### config.mk
export PLATFORM = sky130hd
export DESIGN_NAME = wb_arbiter_flat
export DESIGN_NICKNAME = d
export VERILOG_FILES = /design/src/rtl/wb_arbiter_if.sv /design/src/rtl/wb_arbiter.sv /design/src/flat_wrapper.sv
export SDC_FILE = /design/constraint.sdc
export NUM_CORES = 1
export LEC_CHECK = 0
export ABC_AREA = 1
export BUFFER_PORTS_ARGS = -buffer_cell sky130_fd_sc_hd__buf_2
export CAP_MARGIN = 0
export CORE_MARGIN = 3
export CORE_UTILIZATION = 55
export DETAILED_ROUTE_END_ITERATION = 16
export PLACE_DENSITY_LB_ADDON = 0.08
export SYNTH_ARGS = -nofsm -noshare
export SYNTH_HDL_FRONTEND = slang
export SYNTH_SLANG_ARGS = --single-unit
### constraint.sdc
create_clock -name clk -period 2.45 [get_ports clk]
set_clock_uncertainty 0.15 [all_clocks]
set_input_delay 0.49 -clock clk [delete_from_list [all_inputs] [get_ports clk]]
set_output_delay 0.49 -clock clk [all_outputs]
set_load 0.05 [all_outputs]
### src/rtl/wb_arbiter_if.sv
// rtl/wb_arbiter_if.sv - writeback arbiter bus: two result sources, register-file write port, scoreboard access
interface wb_arbiter_if #(
    parameter int XLEN = 32
);
    logic            exValid_i;
    logic [4:0]      exRd_i;
    logic [XLEN-1:0] exData_i;
    logic            exReady_o;

    logic            memValid_i;
    logic [4:0]      memRd_i;
    logic [XLEN-1:0] memData_i;
    logic            memReady_o;

    logic            regWrite_o;
    logic [4:0]      rdNum_o;
    logic [XLEN-1:0] rdVal_o;

    logic            issueValid_i;
    logic [4:0]      issueRd_i;
    logic [4:0]      rs1Num_i;
    logic [4:0]      rs2Num_i;
    logic            hazard_o;
    logic            flush_i;

    modport slave (
        input  exValid_i, exRd_i, exData_i,
        output exReady_o,
        input  memValid_i, memRd_i, memData_i,
        output memReady_o,
        output regWrite_o, rdNum_o, rdVal_o,
        input  issueValid_i, issueRd_i, rs1Num_i, rs2Num_i, flush_i,
        output hazard_o
    );

    modport master (
        output exValid_i, exRd_i, exData_i,
        input  exReady_o,
        output memValid_i, memRd_i, memData_i,
        input  memReady_o,
        input  regWrite_o, rdNum_o, rdVal_o,
        output issueValid_i, issueRd_i, rs1Num_i, rs2Num_i, flush_i,
        input  hazard_o
    );
endinterface

### src/rtl/wb_arbiter.sv
// rtl/wb_arbiter.sv - round-robin writeback arbiter with registered register-file write and pending-write scoreboard
module wb_arbiter #(
    parameter int XLEN = 32,
    parameter int NREG = 32
) (
    input  logic         clk,
    input  logic         rst_n,
    wb_arbiter_if.slave  bus
);

    typedef enum logic {
        GRANT_EX  = 1'b0,
        GRANT_MEM = 1'b1
    } grant_e;

    grant_e          last_grant_q, last_grant_d;
    logic            reg_write_q,  reg_write_d;
    logic [4:0]      rd_num_q,     rd_num_d;
    logic [XLEN-1:0] rd_val_q,     rd_val_d;
    logic [NREG-1:0] pending_q,    pending_d;

    logic            grant_ex;
    logic            grant_mem;
    logic [4:0]      win_rd;
    logic [XLEN-1:0] win_data;

    // Round-robin: on a conflict the source that did not win last time is served.
    always_comb begin
        grant_ex  = 1'b0;
        grant_mem = 1'b0;
        if (bus.exValid_i && bus.memValid_i) begin
            if (last_grant_q == GRANT_EX) begin
                grant_mem = 1'b1;
            end else begin
                grant_ex = 1'b1;
            end
        end else if (bus.exValid_i) begin
            grant_ex = 1'b1;
        end else if (bus.memValid_i) begin
            grant_mem = 1'b1;
        end
    end

    always_comb begin
        win_rd   = 5'd0;
        win_data = '0;
        if (grant_mem) begin
            win_rd   = bus.memRd_i;
            win_data = bus.memData_i;
        end else if (grant_ex) begin
            win_rd   = bus.exRd_i;
            win_data = bus.exData_i;
        end
    end

    // Issue is younger than the retiring write, so its set is applied last.
    always_comb begin
        last_grant_d = last_grant_q;
        reg_write_d  = 1'b0;
        rd_num_d     = rd_num_q;
        rd_val_d     = rd_val_q;
        pending_d    = bus.flush_i ? '0 : pending_q;

        if (grant_ex || grant_mem) begin
            last_grant_d      = grant_mem ? GRANT_MEM : GRANT_EX;
            reg_write_d       = (win_rd != 5'd0);
            rd_num_d          = win_rd;
            rd_val_d          = win_data;
            pending_d[win_rd] = 1'b0;
        end

        if (bus.issueValid_i && (bus.issueRd_i != 5'd0)) begin
            pending_d[bus.issueRd_i] = 1'b1;
        end

        pending_d[0] = 1'b0;
    end

    always_ff @(posedge clk or negedge rst_n) begin
        if (!rst_n) begin
            last_grant_q <= GRANT_EX;
            reg_write_q  <= 1'b0;
            rd_num_q     <= 5'd0;
            rd_val_q     <= '0;
            pending_q    <= '0;
        end else begin
            last_grant_q <= last_grant_d;
            reg_write_q  <= reg_write_d;
            rd_num_q     <= rd_num_d;
            rd_val_q     <= rd_val_d;
            pending_q    <= pending_d;
        end
    end

    assign bus.exReady_o  = grant_ex  & rst_n;
    assign bus.memReady_o = grant_mem & rst_n;

    assign bus.regWrite_o = reg_write_q;
    assign bus.rdNum_o    = rd_num_q;
    assign bus.rdVal_o    = rd_val_q;

    // A write retiring this cycle still shows as a hazard; the bit drops next cycle.
    assign bus.hazard_o   = pending_q[bus.rs1Num_i] | pending_q[bus.rs2Num_i];

endmodule

### src/flat_wrapper.sv
// flat-port wrapper written by rule: the top's interface ports become plain ports
module wb_arbiter_flat 
#(
    parameter int XLEN = 32,
    parameter int NREG = 32
)
  (clk, rst_n, bus_exValid_i, bus_exRd_i, bus_exData_i, bus_exReady_o, bus_memValid_i, bus_memRd_i, bus_memData_i, bus_memReady_o, bus_regWrite_o, bus_rdNum_o, bus_rdVal_o, bus_issueValid_i, bus_issueRd_i, bus_rs1Num_i, bus_rs2Num_i, bus_flush_i, bus_hazard_o);
  wb_arbiter_if #(.XLEN(XLEN)) bus_i ();
  input  logic clk;
  input  logic rst_n;
  input wire logic [$bits(bus_i.exValid_i)-1:0] bus_exValid_i;
  input wire logic [$bits(bus_i.exRd_i)-1:0] bus_exRd_i;
  input wire logic [$bits(bus_i.exData_i)-1:0] bus_exData_i;
  output wire logic [$bits(bus_i.exReady_o)-1:0] bus_exReady_o;
  input wire logic [$bits(bus_i.memValid_i)-1:0] bus_memValid_i;
  input wire logic [$bits(bus_i.memRd_i)-1:0] bus_memRd_i;
  input wire logic [$bits(bus_i.memData_i)-1:0] bus_memData_i;
  output wire logic [$bits(bus_i.memReady_o)-1:0] bus_memReady_o;
  output wire logic [$bits(bus_i.regWrite_o)-1:0] bus_regWrite_o;
  output wire logic [$bits(bus_i.rdNum_o)-1:0] bus_rdNum_o;
  output wire logic [$bits(bus_i.rdVal_o)-1:0] bus_rdVal_o;
  input wire logic [$bits(bus_i.issueValid_i)-1:0] bus_issueValid_i;
  input wire logic [$bits(bus_i.issueRd_i)-1:0] bus_issueRd_i;
  input wire logic [$bits(bus_i.rs1Num_i)-1:0] bus_rs1Num_i;
  input wire logic [$bits(bus_i.rs2Num_i)-1:0] bus_rs2Num_i;
  input wire logic [$bits(bus_i.flush_i)-1:0] bus_flush_i;
  output wire logic [$bits(bus_i.hazard_o)-1:0] bus_hazard_o;
  assign bus_i.exValid_i = bus_exValid_i;
  assign bus_i.exRd_i = bus_exRd_i;
  assign bus_i.exData_i = bus_exData_i;
  assign bus_exReady_o = bus_i.exReady_o;
  assign bus_i.memValid_i = bus_memValid_i;
  assign bus_i.memRd_i = bus_memRd_i;
  assign bus_i.memData_i = bus_memData_i;
  assign bus_memReady_o = bus_i.memReady_o;
  assign bus_regWrite_o = bus_i.regWrite_o;
  assign bus_rdNum_o = bus_i.rdNum_o;
  assign bus_rdVal_o = bus_i.rdVal_o;
  assign bus_i.issueValid_i = bus_issueValid_i;
  assign bus_i.issueRd_i = bus_issueRd_i;
  assign bus_i.rs1Num_i = bus_rs1Num_i;
  assign bus_i.rs2Num_i = bus_rs2Num_i;
  assign bus_i.flush_i = bus_flush_i;
  assign bus_hazard_o = bus_i.hazard_o;
  wb_arbiter #(.XLEN(XLEN), .NREG(NREG)) u_core (.clk(clk), .rst_n(rst_n), .bus(bus_i));
endmodule
-- After elaboration in Yosys (flattened, before gate mapping)
Cells that the tools add are included.
- flip-flop bits (word level): 70
- input bits: 95
- word-level logic and storage cells: 48
- output and inout port bits: 41
- multiplexer cells: 24
- reductions and logical operators: 7
- order comparisons: 6
- bitwise logic cells: 6
- operator list (operator ; number):
    $mux W32 ; 5
    $and A32 B32 Y32 ; 1
    $not A32 Y32 ; 1
    $or A32 B32 Y32 ; 1
    $lt A5 B6 Y1 const B ; 4
    $mux W1 ; 13
    $bmux W1 S5 ; 2
    $demux W1 S5 ; 2
    $ge A5 B1 Y1 const B ; 2
    $mux W5 ; 2
    $reduce_bool A5 Y1 ; 2
    $logic_and A1 B1 Y1 ; 4
    $and A1 B1 Y1 ; 2
    $logic_or A1 B1 Y1 ; 1
    $or A1 B1 Y1 ; 1

-- Depth between registers and ports, before layout
Gate-level depths: netlist of run 1.
- word-level depth: 13
- mapped depth: 11

-- Worst setup path before layout of run 1
OpenSTA, ideal clock, no wires.
- path type: in2out
- from: in bus_exValid_i
- to: out bus_memReady_o
- cell stages on the path: 6
- buffers on the path: 3
- slack: -0.004 ns
- arrival: 1.814 ns
- required time: 1.810 ns
- path through: buf_6 -> nand2_2 -> nand2_4 -> buf_4 -> clkbuf_1 -> nor2_1
- longest elaborated chain between the ends: 3
- ends and longest elaborated chain (what ; RTL line ; text):
    start, declared ; flat_wrapper.sv:11 ; input wire logic [$bits(bus_i.exValid_i)-1:0] bus_exValid_i;
    $mux W1 or $logic_and A1 B1 Y1 (tied branches) ; wb_arbiter.sv:37, wb_arbiter.sv:31 ;
    $mux W1 * ; wb_arbiter.sv:31 ; if (bus.exValid_i && bus.memValid_i) begin
    $and A1 B1 Y1 * ; wb_arbiter.sv:96 ; assign bus.memReady_o = grant_mem & rst_n;
    end, declared ; flat_wrapper.sv:18 ; output wire logic [$bits(bus_i.memReady_o)-1:0] bus_memReady_o;
Mark *: on every way between the ends. The rest lies on a longest branch, timed or not.

-- Worst setup path after layout of run 1
- from: in bus_rs2Num_i[0]
- to: out bus_hazard_o
- longest elaborated chain between the ends: 3
- ends and longest elaborated chain (what ; RTL line ; text):
    start, declared ; flat_wrapper.sv:25 ; input wire logic [$bits(bus_i.rs2Num_i)-1:0] bus_rs2Num_i;
    $bmux W1 S5 ; wb_arbiter.sv:103 ; assign bus.hazard_o = pending_q[bus.rs1Num_i] | pending_q[bus.rs2Num_i];
    $mux W1 (implied by the code) ; wb_arbiter.sv:103 ;
    $or A1 B1 Y1 ; wb_arbiter.sv:103 ;
    end, declared ; flat_wrapper.sv:27 ; output wire logic [$bits(bus_i.hazard_o)-1:0] bus_hazard_o;
Every way passes these cells. The select of a mux whose other input is x is not followed.

==> results.md, run 1 <==
- Most common cell after layout, fill and taps aside: nand2_1
- DRT iter0 DRCs: between 300 and 400
- Total Wirelength: about 12000 um
- Most frequent cells in the layout: 171 x nand2_1, 135 x buf_2, 97 x inv_1
- Register area: 1750 um2
- Dpl ws: 0.113 ns
- Largest net degree at the start of global routing: around 70
- Yosys Warn Count: 0
- GRT met3 Usage: under 10%
- CP max FO: 15
- Hold Buf Count CTS: 0
- Remaining DRCs: 0
- Hold Vio Cnt, Final: 0
- Number of max-cap violations: 0
- DRT Pass-1 Iters: 6
- M1 GR Usage: between 30% and 40%
- CTS tree: yes
- HPWL after DPL: 8880 um
- Data required, critical path: around 1.8 ns
- Root buffer cell: clkbuf_8
- RSZ-0062 raised after global routing: no
- Slew margin rel.: a little over two fifths
- Row cnt: 31
- Final worst setup slack: roughly 0.16 ns
- VDD IR-drop max: around 0.36 mV
- First-pass GRT wire length: approximately 20000 um
- Post-Layout Inst Area: 5130 um2
- DR vias: about 4500
- Setup CP Type: in -> out
- Final Critical Period: 2.29 ns
- Max Clk Rate: ~0.44 GHz
- Busiest layer in global routing: met2
- Cells after Synth: 594
- Initial antenna violation count: 0
- Period utilization: 93.3%
- Synth unique cells: 25
- DP Area: ~4900 um2
- Clock Path Buffers: 2
- Post-route setup TNS: 0 ns
- CTS Sinks: 70
- Crit path from: bus_rs2Num_i[0]
- Filler cell count in the final layout: about 660
- Clock latency at the later pin of the worst-skew pair: 0.34 ns
- Post-CTS Setup Bufs: 0
- Worst R2R Start: u_core.last_grant_q$_DFFE_PN0N_
- Cts bufs inserted: 9
- Status: completed
- Final setup violation count: 0
- Clock-pin slew on the worst setup and hold paths: roughly 0.08 ns
- Share of cells above drive strength 1: approximately a quarter
- Final Wtd Congestion: just over 1
- Met2 Track Usage GR: 45.7%
- Io pins: 136
- Wire length per cell: around 14 um
- Number of global-route vias before repair: about 4200
- Startpoint types: input port
- Starting density of the core: a little under three fifths
- Worst Tran Pin Value: between 0.8 and 0.9 ns
- Htree depth: 3
- Diode count: 0
- Crit. End Element: output pin
- Slew Viols, Final: 0
- Area Overhead vs Synth: 23.4%
- Register bit total from synthesis: 70
- Die Span Y: between 90 and 100 um
- Min-delay worst type: in -> async
- Via density: between 5 and 6
- GRT Util Overall: between 20 and 30%
- CORE AREA: roughly 7300 um2
- Syn_nets: approximately 690
- Post-route ant nets: 0
- I/O Buffers: approximately 140
- Syn Area/Cell: about 7.0 um2
- Area of the multi-input gates: ~1900 um2
- Nets: a little over 800
- Fin util: 70.3%
- GRT overflow: 0
- Fin cells: slightly above 800
- Power Density: 612 nW/um2
- Die width: between 90 and 100 um
- Cell Area, Synth: a little over 4000 um2
- Leakage: ~0.0028 uW
- Crit path DAT: ~1.7 ns
- Post-synthesis sequential area ratio: between 40% and 50%
- Die area: 8630 um2
- Inst Count DP: about 810
cells in the mapped netlist:
cell type / count / area share [%]
o21ai_0: 3 / 0.36
nor2_1: 36 / 3.3
nand3_1: 89 / 11
o22ai_1: 32 / 4.8
inv_1: 98 / 8.9
buf_1: 3 / 0.27
and3_1: 1 / 0.15
buf_2: 8 / 0.96
o21ai_2: 1 / 0.21
buf_4: 2 / 0.36
o21ai_1: 6 / 0.72
nand2_4: 1 / 0.27
o211ai_1: 1 / 0.18
nor3_1: 7 / 0.84
a31oi_1: 32 / 4.8
nor2_4: 4 / 1.1
nand2_1: 171 / 15
o21ai_4: 1 / 0.39
buf_6: 1 / 0.27
clkbuf_1: 13 / 1.2
nor2_2: 1 / 0.15
nand2_2: 3 / 0.45
o22ai_4: 3 / 1.4
inv_2: 7 / 0.63
dfrtp_1: 70 / 42
worst paths after layout:
check / end / slack, ns / depth (start not counted)
worst max-delay path: bus_hazard_o / 0.16 / 10
worst min-delay path: u_core.bus.rdVal_o[9]$_DFFE_PN0N_ / 0.22 / 2
worst max register to register: u_core.bus.rdVal_o[1]$_DFFE_PN0N_ / 0.71 / 5
max in group asynchronous: u_core.pending_q[12]$_DFF_PN0_ / 1.39 / 2
min in group clk: u_core.bus.rdVal_o[29]$_DFFE_PN0N_ / 0.24 / 3
worst min register to register: u_core.bus.rdNum_o[1]$_DFFE_PN0N_ / 0.34 / 2
state kept, by name (all words and copies together), names as in the netlist:
signal                 cells
u_core.bus.rdVal_o        32
u_core.pending_q          31
u_core.bus.regWrite_o      1
u_core.last_grant_q        1
u_core.bus.rdNum_o         5
kinds of logic after synthesis:
family | share of synthesized area (%)
AND/OR/NAND/NOR | 32.4
flip-flops | 42.2
buffers and inverters | 12.5
AO/OA/AOI/OAI | 12.9
worst max-delay path, stage by stage:
cell,delay [ns]
buf_2,0.11
clkinvlp_4,0.23
nand2_1,0.13
nand3_1,0.07
nand3_1,0.10
nand3_1,0.07
nand3_1,0.08
nand2_1,0.05
nand2_1,0.05
buf_2,0.25
timing repair:
| item | 4_1_cts | 5_1_grt |
|---|---|---|
| hold endpoints to repair | 0 | 0 |
| setup endpoints to repair | 0 | 1 |
| resized for setup | 0 | 1 |
where the power goes:
part	switching, uW	internal (uW)	total [uW]
Combinational	660	248	908
Sequential	49.6	1240	1290
Clock	460	477	937
layer usage:
metal | up-vias | routed length, um
li1 | 2166 | -
met3 | 27 | 996
met5 | - | 0
met2 | 209 | 5870
met4 | 0 | 307
met1 | 2054 | 4830
metrics by stage:
stage	total power, uW	hold slack [ns]
2_1_floorplan	1930	0.0444
6_report	3140	0.223
4_1_cts	3150	0.230
5_1_grt	3290	0.220
3_5_place_dp	2220	0.318
3_3_place_gp	2200	0.310
layout make-up:
cell class / count / area share (%)
Sequential cell: 70 / 34.2
Clock inverter: 6 / 1.37
Tap cell: 99 / 2.42
Clock buffer: 10 / 2.49
Multi-Input combinational cell: 392 / 36.8
Inverter: 105 / 7.76
Timing Repair Buffer: 146 / 15.0
(Power assumes the default switching activity.)
==> inputs of run 2 (changes only) <==
--- a/config.mk
+++ b/config.mk
@@ -11,7 +11,7 @@
 export CORE_MARGIN = 3
 export CORE_UTILIZATION = 55
 export DETAILED_ROUTE_END_ITERATION = 16
-export PLACE_DENSITY_LB_ADDON = 0.08
+export PLACE_DENSITY = 0.86
 export SYNTH_ARGS = -nofsm -noshare
 export SYNTH_HDL_FRONTEND = slang
 export SYNTH_SLANG_ARGS = --single-unit
==> run 2 against run 1 <==
Against the previous run: core utilization up 0.33 points; final cell count is 0.12% lower; non-clock buffer count did not move; setup slack improved by 0.028 ns; global-route usage up 1.8 points; sequential power about the same; fmax up 1.2%; design area grew 0.46%; critical path depth stayed put; critical path type unchanged; critical endpoint unchanged.
==> results.md, run 2 (synthesis gave the netlist of run 1 again) <==
- Status: completed (unchanged)
- Hold WS: 0.223 ns (about the same)
- First-pass GRT wire length: 20600 um (was 19600 um)
- Hold Vio Cnt, Final: 0 (unchanged)
- Starting density of the core: 57.0% (unchanged)
- Slowest stage delay, CP: 0.25 ns (about the same)
- Filler cell count in the final layout: 627 (was 658)
- GRT overflow: 0 (unchanged)
- Worst Tran Pin Value: 0.866 ns (was 0.858 ns)
- Cts bufs inserted: 9 (unchanged)
- Period utilization: 92.2% (was 93.3%)
- Critical Path, Cell by Cell: buf_2, clkinvlp_4, nand2_1, nand3_1, nand3_1, nand3_1, nand3_1, nand2_1, nand2_1, buf_2 (unchanged)
- Share of cells above drive strength 1: 25.3% (was 25.2%)
- Post-CTS Setup Bufs: 0 (unchanged)
- Post-Layout Inst Area: 5150 um2 (was 5130 um2)
- Io pins: 136 (unchanged)
- Row cnt: 31 (unchanged)
- DR vias: 4585 (was 4456)
- Max Clk Rate: 0.443 GHz (was 0.437 GHz)
- Most frequent CP cell: nand3_1 (unchanged)
- Die Span Y: 92.9 um (unchanged)
- CP max stage cell: buf_2 (unchanged)
- Final Critical Period: 2.26 ns (was 2.29 ns)
- Die area: 8630 um2 (unchanged)
- Area Overhead vs Synth: 24.0% (was 23.4%)
- CTS Sinks: 70 (unchanged)
- WHS Path Cells: 3
- Most frequent cells in the layout: 171 x nand2_1, 135 x buf_2, 97 x inv_1 (unchanged)
- CTS resizes: 0 (unchanged)
- Largest net degree at the start of global routing: 71 (unchanged)
- Power Density: 631 nW/um2 (was 612 nW/um2)
- I/O Buffers: 135 (unchanged)
- Setup CP Type: in -> out (unchanged)
- Data required, critical path: 1.81 ns (about the same)
- GRT Util Overall: 30.4% (was 28.6%)
- DRT iter0 DRCs: 396 (was 369)
- Clock Path Buffers: 2 (unchanged)
- Final Wtd Congestion: 0.913 (was 1.03)
- Final worst setup slack: 0.191 ns (was 0.164 ns)
- Clock-pin slew on the worst setup and hold paths: 0.08 ns (about the same)
- Diode count: 0 (unchanged)
- Number of global-route vias before repair: 4396 (was 4163)
- DP Area: 4930 um2 (unchanged)
- Remaining DRCs: 0 (unchanged)
- Most common cell after layout, fill and taps aside: nand2_1 (unchanged)
- DRT Pass-1 Iters: 5 (was 6)
- Htree depth: 3 (unchanged)
- Post-route setup TNS: 0 ns (unchanged)
- RSZ-0062 raised after global routing: no (unchanged)
- Buf/Inv on CP: 3 (unchanged)
- Crit path DAT: 1.62 ns (was 1.65 ns)
- CORE AREA: 7290 um2 (unchanged)
- CP max FO: 15 (unchanged)
- Nets: 819 (unchanged)
- Via density: 5.54 (was 5.38)
- Leakage: 0.00280 uW (was 0.00278 uW)
- Total Wirelength: 12600 um (was 12000 um)
- Number of max-cap violations: 0 (unchanged)
- Initial antenna violation count: 0 (unchanged)
- Clock latency at the later pin of the worst-skew pair: 0.35 ns (was 0.34 ns)
- Wire length per cell: 15.2 um (was 14.5 um)
- Die width: 92.9 um (unchanged)
- CP top delay family: buffers and inverters (unchanged)
- Reg2Reg Depth: 8 (was 5)
- Min-delay worst type: in -> reg (was in -> async)
- Startpoint types: input port (unchanged)
- Hold Buf Count CTS: 0 (unchanged)
- Dpl ws: 0.127 ns (was 0.113 ns)
- CP Depth: 10 (unchanged)
- Slew margin rel.: 42.3% (was 42.8%)
- VDD IR-drop max: 0.415 mV (was 0.357 mV)
- HPWL after DPL: 9470 um (was 8880 um)
- Crit. End Element: output pin (unchanged)
- Final setup violation count: 0 (unchanged)
- CTS tree: yes (unchanged)
- Slew Viols, Final: 0 (unchanged)
- Root buffer cell: clkbuf_8 (unchanged)
- Largest register FFs: 32 (unchanged)
- Post-route ant nets: 0 (unchanged)
## run 2: changes by cell type in the layout (fill, tap and decap cells not counted), sizes merged
| cell | change |
|---|---|
| bufinv | +1 |
| clkinv | +1 |
| clkinvlp | -1 |
| inv | -2 |
## run 2: report_power, final
group	total, uW	internal [uW]	switching (uW)	leakage, uW
combinational	911	248	663	0.00183
clock	1050	597	449	0.000105
sequential	1290	1240	50.7	0.000864
total	3250	2090	1160	0.00280
## run 2: area by class of cell
cell class | instances | area [um2] | area share (%)
multi-input combinational | 392 | 1890 | 36.6
sequential | 70 | 1750 | 34.0
timing repair buffer | 146 | 771 | 15.0
inverter | 105 | 398 | 7.72
clock buffer | 10 | 138 | 2.67
tap | 99 | 124 | 2.40
clock inverter | 5 | 83.8 | 1.63
## run 2: worst paths after layout
| kind | start | end | slack [ns] |
|---|---|---|---|
| max | bus_rs2Num_i[0] | bus_hazard_o | 0.19 |
| min | bus_exData_i[17] | u_core.bus.rdVal_o[17]$_DFFE_PN0N_ | 0.22 |
| max reg2reg | u_core.last_grant_q$_DFFE_PN0N_ | u_core.pending_q[24]$_DFF_PN0_ | 0.69 |
| min reg2reg | u_core.bus.rdNum_o[0]$_DFFE_PN0N_ | u_core.bus.rdNum_o[0]$_DFFE_PN0N_ | 0.34 |
| max in group asynchronous | rst_n | u_core.bus.rdVal_o[22]$_DFFE_PN0N_ | 1.36 |
| min in group asynchronous | rst_n | u_core.pending_q[5]$_DFF_PN0_ | 0.23 |
## run 2: tightest hold or removal path, cell delays in order
cell	delay, ns
buf_2	0.10
inv_1	0.04
a31oi_1	0.07
## run 2: stage by stage
stage | power [uW] | std cells | util [%]
4_1_cts | 3250 | 827 | 70.6
3_3_place_gp | 2200 | 812 | 67.6
2_1_floorplan | 1930 | 594 | -
3_5_place_dp | 2220 | 812 | 67.6
5_1_grt | 3390 | 827 | 70.6
6_report | 3250 | 827 | 70.6
## run 2: per-layer routing
layer	up-vias	global-route usage, %	routed length, um
met1	2117	39.2	4970
met2	251	48.5	6000
li1	2171	-	-
met3	46	7.07	1190
met5	-	0	0
met4	0	14.0	446
==> inputs of run 3 (changes only) <==
--- a/config.mk
+++ b/config.mk
@@ -9,9 +9,10 @@
 export BUFFER_PORTS_ARGS = -buffer_cell sky130_fd_sc_hd__buf_2
 export CAP_MARGIN = 0
 export CORE_MARGIN = 3
-export CORE_UTILIZATION = 55
+export CORE_UTILIZATION = 51
 export DETAILED_ROUTE_END_ITERATION = 16
-export PLACE_DENSITY = 0.86
+export PLACE_DENSITY = 0.8
+export SLEW_MARGIN = 20
 export SYNTH_ARGS = -nofsm -noshare
 export SYNTH_HDL_FRONTEND = slang
 export SYNTH_SLANG_ARGS = --single-unit
==> constraint.sdc (replaced) <==
create_clock -name clk -period 2.5 [get_ports clk]
set_clock_uncertainty 0.15 [all_clocks]
set_input_delay 0.5 -clock clk [delete_from_list [all_inputs] [get_ports clk]]
set_output_delay 0.5 -clock clk [all_outputs]
set_load 0.05 [all_outputs]
==> run 3 against run 2 <==
Against the previous run: core utilization is 5.0 points lower; register-to-register slack worse by 0.12 ns; sequential share of layout area is 0.16 points higher; routed wire length is 6.4% lower; via count is 4.1% lower; count of clock-buffer cells in the layout is 1 higher; sequential power hardly changed; sequential cell count stayed put; global-route usage is 3.7 points lower; highest routed layer unchanged; design area is 0.46% lower.
==> results.md, run 3 (synthesis gave the netlist of run 1 again) <==
- Slew Viols, Final: 0 (unchanged)
- Leakage: 0.00279 uW (was 0.00280 uW)
- CTS Sinks: 70 (unchanged)
- Power Internal: 2050 uW (was 2090 uW)
- Fin cells: 829 (was 827)
- GRT Util Overall: 26.6% (was 30.4%)
- Starting density of the core: 53.2% (was 57.0%)
- CORE AREA: 7810 um2 (was 7290 um2)
- Die Span Y: 96.3 um (was 92.9 um)
- Remaining DRCs: 0 (unchanged)
- Root buffer cell: clkbuf_8 (unchanged)
- Total Wirelength: 11800 um (was 12600 um)
- Combinational power share: 27.7% (was 28.0%)
- Io pins: 136 (unchanged)
- I/O Buffers: 135 (unchanged)
- Data required, critical path: 1.85 ns (was 1.81 ns)
- Clock network fraction of total power: 32.1% (was 32.2%)
- Via density: 5.30 (was 5.54)
- Nets: 817 (was 819)
- DRT Pass-1 Iters: 5 (unchanged)
- Clock Path Buffers: 2 (unchanged)
- Most frequent cells in the layout: 171 x nand2_1, 135 x buf_2, 97 x inv_1 (unchanged)
- Area Overhead vs Synth: 23.4% (was 24.0%)
- First-pass GRT wire length: 19100 um (was 20600 um)
- DR vias: 4396 (was 4585)
- DRT iter0 DRCs: 555 (was 396)
- Crit path DAT: 1.66 ns (was 1.62 ns)
- CTS tree: yes (unchanged)
- Power Density: 617 nW/um2 (was 631 nW/um2)
- Die area: 9270 um2 (was 8630 um2)
- Critical Path, Cell by Cell: buf_2, inv_1, nand2_1, nand3_1, nand3_1, nand3_1, nand3_1, nand2_1, nand2_1, buf_2 (was buf_2, clkinvlp_4, nand2_1, nand3_1, nand3_1, nand3_1, nand3_1, nand2_1, nand2_1, buf_2)
- Initial antenna violation count: 0 (unchanged)
- Crit. End Element: output pin (unchanged)
- RSZ-0062 raised after global routing: no (unchanged)
- Slew margin rel.: 43.0% (was 42.3%)
- CP top delay family: buffers and inverters (unchanged)
- CP max FO: 14 (was 15)
- Wire length per cell: 14.2 um (was 15.2 um)
- Most frequent CP cell: nand3_1 (unchanged)
- Largest net degree at the start of global routing: 71 (unchanged)
- GRT overflow: 0 (unchanged)
- Number of global-route vias before repair: 4064 (was 4396)
- Post-route setup TNS: 0 ns (unchanged)
- VDD IR-drop max: 0.341 mV (was 0.415 mV)
- Pwr Total: 3160 uW (was 3250 uW)
- HPWL after DPL: 8990 um (was 9470 um)
- Hold Vio Cnt, Final: 0 (unchanged)
- Switch Pwr: 1120 uW (was 1160 uW)
- Hold Buf Count CTS: 0 (unchanged)
- Cts bufs inserted: 9 (unchanged)
- Die width: 96.3 um (was 92.9 um)
- Worst Tran Pin Value: 0.855 ns (was 0.866 ns)
- Max Clk Rate: 0.433 GHz
- Final Critical Period: 2.31 ns
- Final setup violation count: 0 (unchanged)
- Clock-pin slew on the worst setup and hold paths: 0.08 ns (about the same)
- Sw Share: 35.4% (was 35.8%)
- Sequential share of power: 40.2% (was 39.8%)
- Status: completed (unchanged)
- Period utilization: 92.5%
- CP max stage cell: inv_1 (was buf_2)
- Largest register FFs: 32 (unchanged)
- Htree depth: 3 (unchanged)
- Diode count: 0 (unchanged)
- Buf/Inv on CP: 3 (unchanged)
- Min-delay worst type: in -> async (was in -> reg)
- Row cnt: 32 (was 31)
- Slowest stage delay, CP: 0.32 ns (was 0.25 ns)
- Inst Count DP: 813 (was 812)
- Most common cell after layout, fill and taps aside: nand2_1 (unchanged)
- Number of max-cap violations: 0 (unchanged)
- Post-route ant nets: 0 (unchanged)
- Post-CTS Setup Bufs: 0 (unchanged)
- Share of cells above drive strength 1: 24.9% (was 25.3%)
- Setup CP Type: in -> out (unchanged)
- Clock latency at the later pin of the worst-skew pair: 0.34 ns (was 0.35 ns)
- Final Wtd Congestion: 0.940 (was 0.913)
- Startpoint types: input port (unchanged)
## run 3: cell types whose count changed in the layout (fill, tap and decap cells not counted), sizes merged
cell      delta
buf          -2
clkbuf       +1
clkinv       +2
clkinvlp     -2
## run 3: power by group through the flow
stage | sequential, uW | clock (uW) | combinational (uW)
after global placement | 1290 | 0 | 863
after detailed placement | 1290 | 0 | 879
after CTS | 1270 | 1030 | 877
final | 1270 | 1020 | 877
after floorplan | 1540 | 0 | 348
after global routing | 1280 | 1080 | 946
## run 3: worst paths after layout
kind                                                   start                                 end  slack, ns  cells past startpoint
max                                          bus_rs1Num_i[0]                        bus_hazard_o       0.19                     10
min                                                    rst_n  u_core.bus.rdVal_o[30]$_DFFE_PN0N_       0.22                      2
max reg2reg                  u_core.last_grant_q$_DFFE_PN0N_      u_core.pending_q[26]$_DFF_PN0_       0.57                      8
min reg2reg                u_core.bus.rdNum_o[4]$_DFFE_PN0N_   u_core.bus.rdNum_o[4]$_DFFE_PN0N_       0.33                      2
max in group asynchronous                              rst_n      u_core.pending_q[27]$_DFF_PN0_       1.42                      2
min in group clk                             bus_exData_i[9]   u_core.bus.rdVal_o[9]$_DFFE_PN0N_       0.24                      3
## run 3: layout make-up
type / count / area [um2]
fill: 716 / 2680
multi-input combinational: 392 / 1880
sequential: 70 / 1750
timing repair buffer: 144 / 743
inverter: 105 / 398
clock buffer: 11 / 141
tap: 102 / 128
clock inverter: 5 / 82.6
## run 3: per-stage QoR
stage / utilization (%) / area, um2 / setup WS [ns] / hold slack, ns
after floorplan: - / 4160 / 0.0264 / 0.0544
final: 65.7 / 5130 / 0.188 / 0.218
after detailed placement: 62.8 / 4900 / 0.155 / 0.319
after global placement: 62.8 / 4900 / 0.198 / 0.309
after global routing: 65.7 / 5130 / 0.0156 / 0.251
after CTS: 65.6 / 5120 / 0.151 / 0.237
## run 3: worst reg2reg max path, cell delays in order, from the launching register on
cell,delay (ns)
dfrtp_1,0.40
inv_2,0.06
nand2_1,0.06
nand2_2,0.18
o21ai_2,0.10
inv_1,0.37
nand3_1,0.25
o21ai_1,0.18
nand2_1,0.06
## run 3: layer usage
metal / vias to the layer above / global-route usage [%] / share of wire (%)
li1: 2159 / - / -
met2: 248 / 42.4 / 46
met3: 30 / 5.55 / 9.6
met4: 0 / 9.95 / 2.8
met1: 1959 / 35.7 / 42
met5: - / 0 / 0
## run 3: repair_timing
item | CTS | global route
resized for setup | 0 | 1
setup endpoints to repair | 0 | 1
endpoints found under the hold margin | 0 | 0
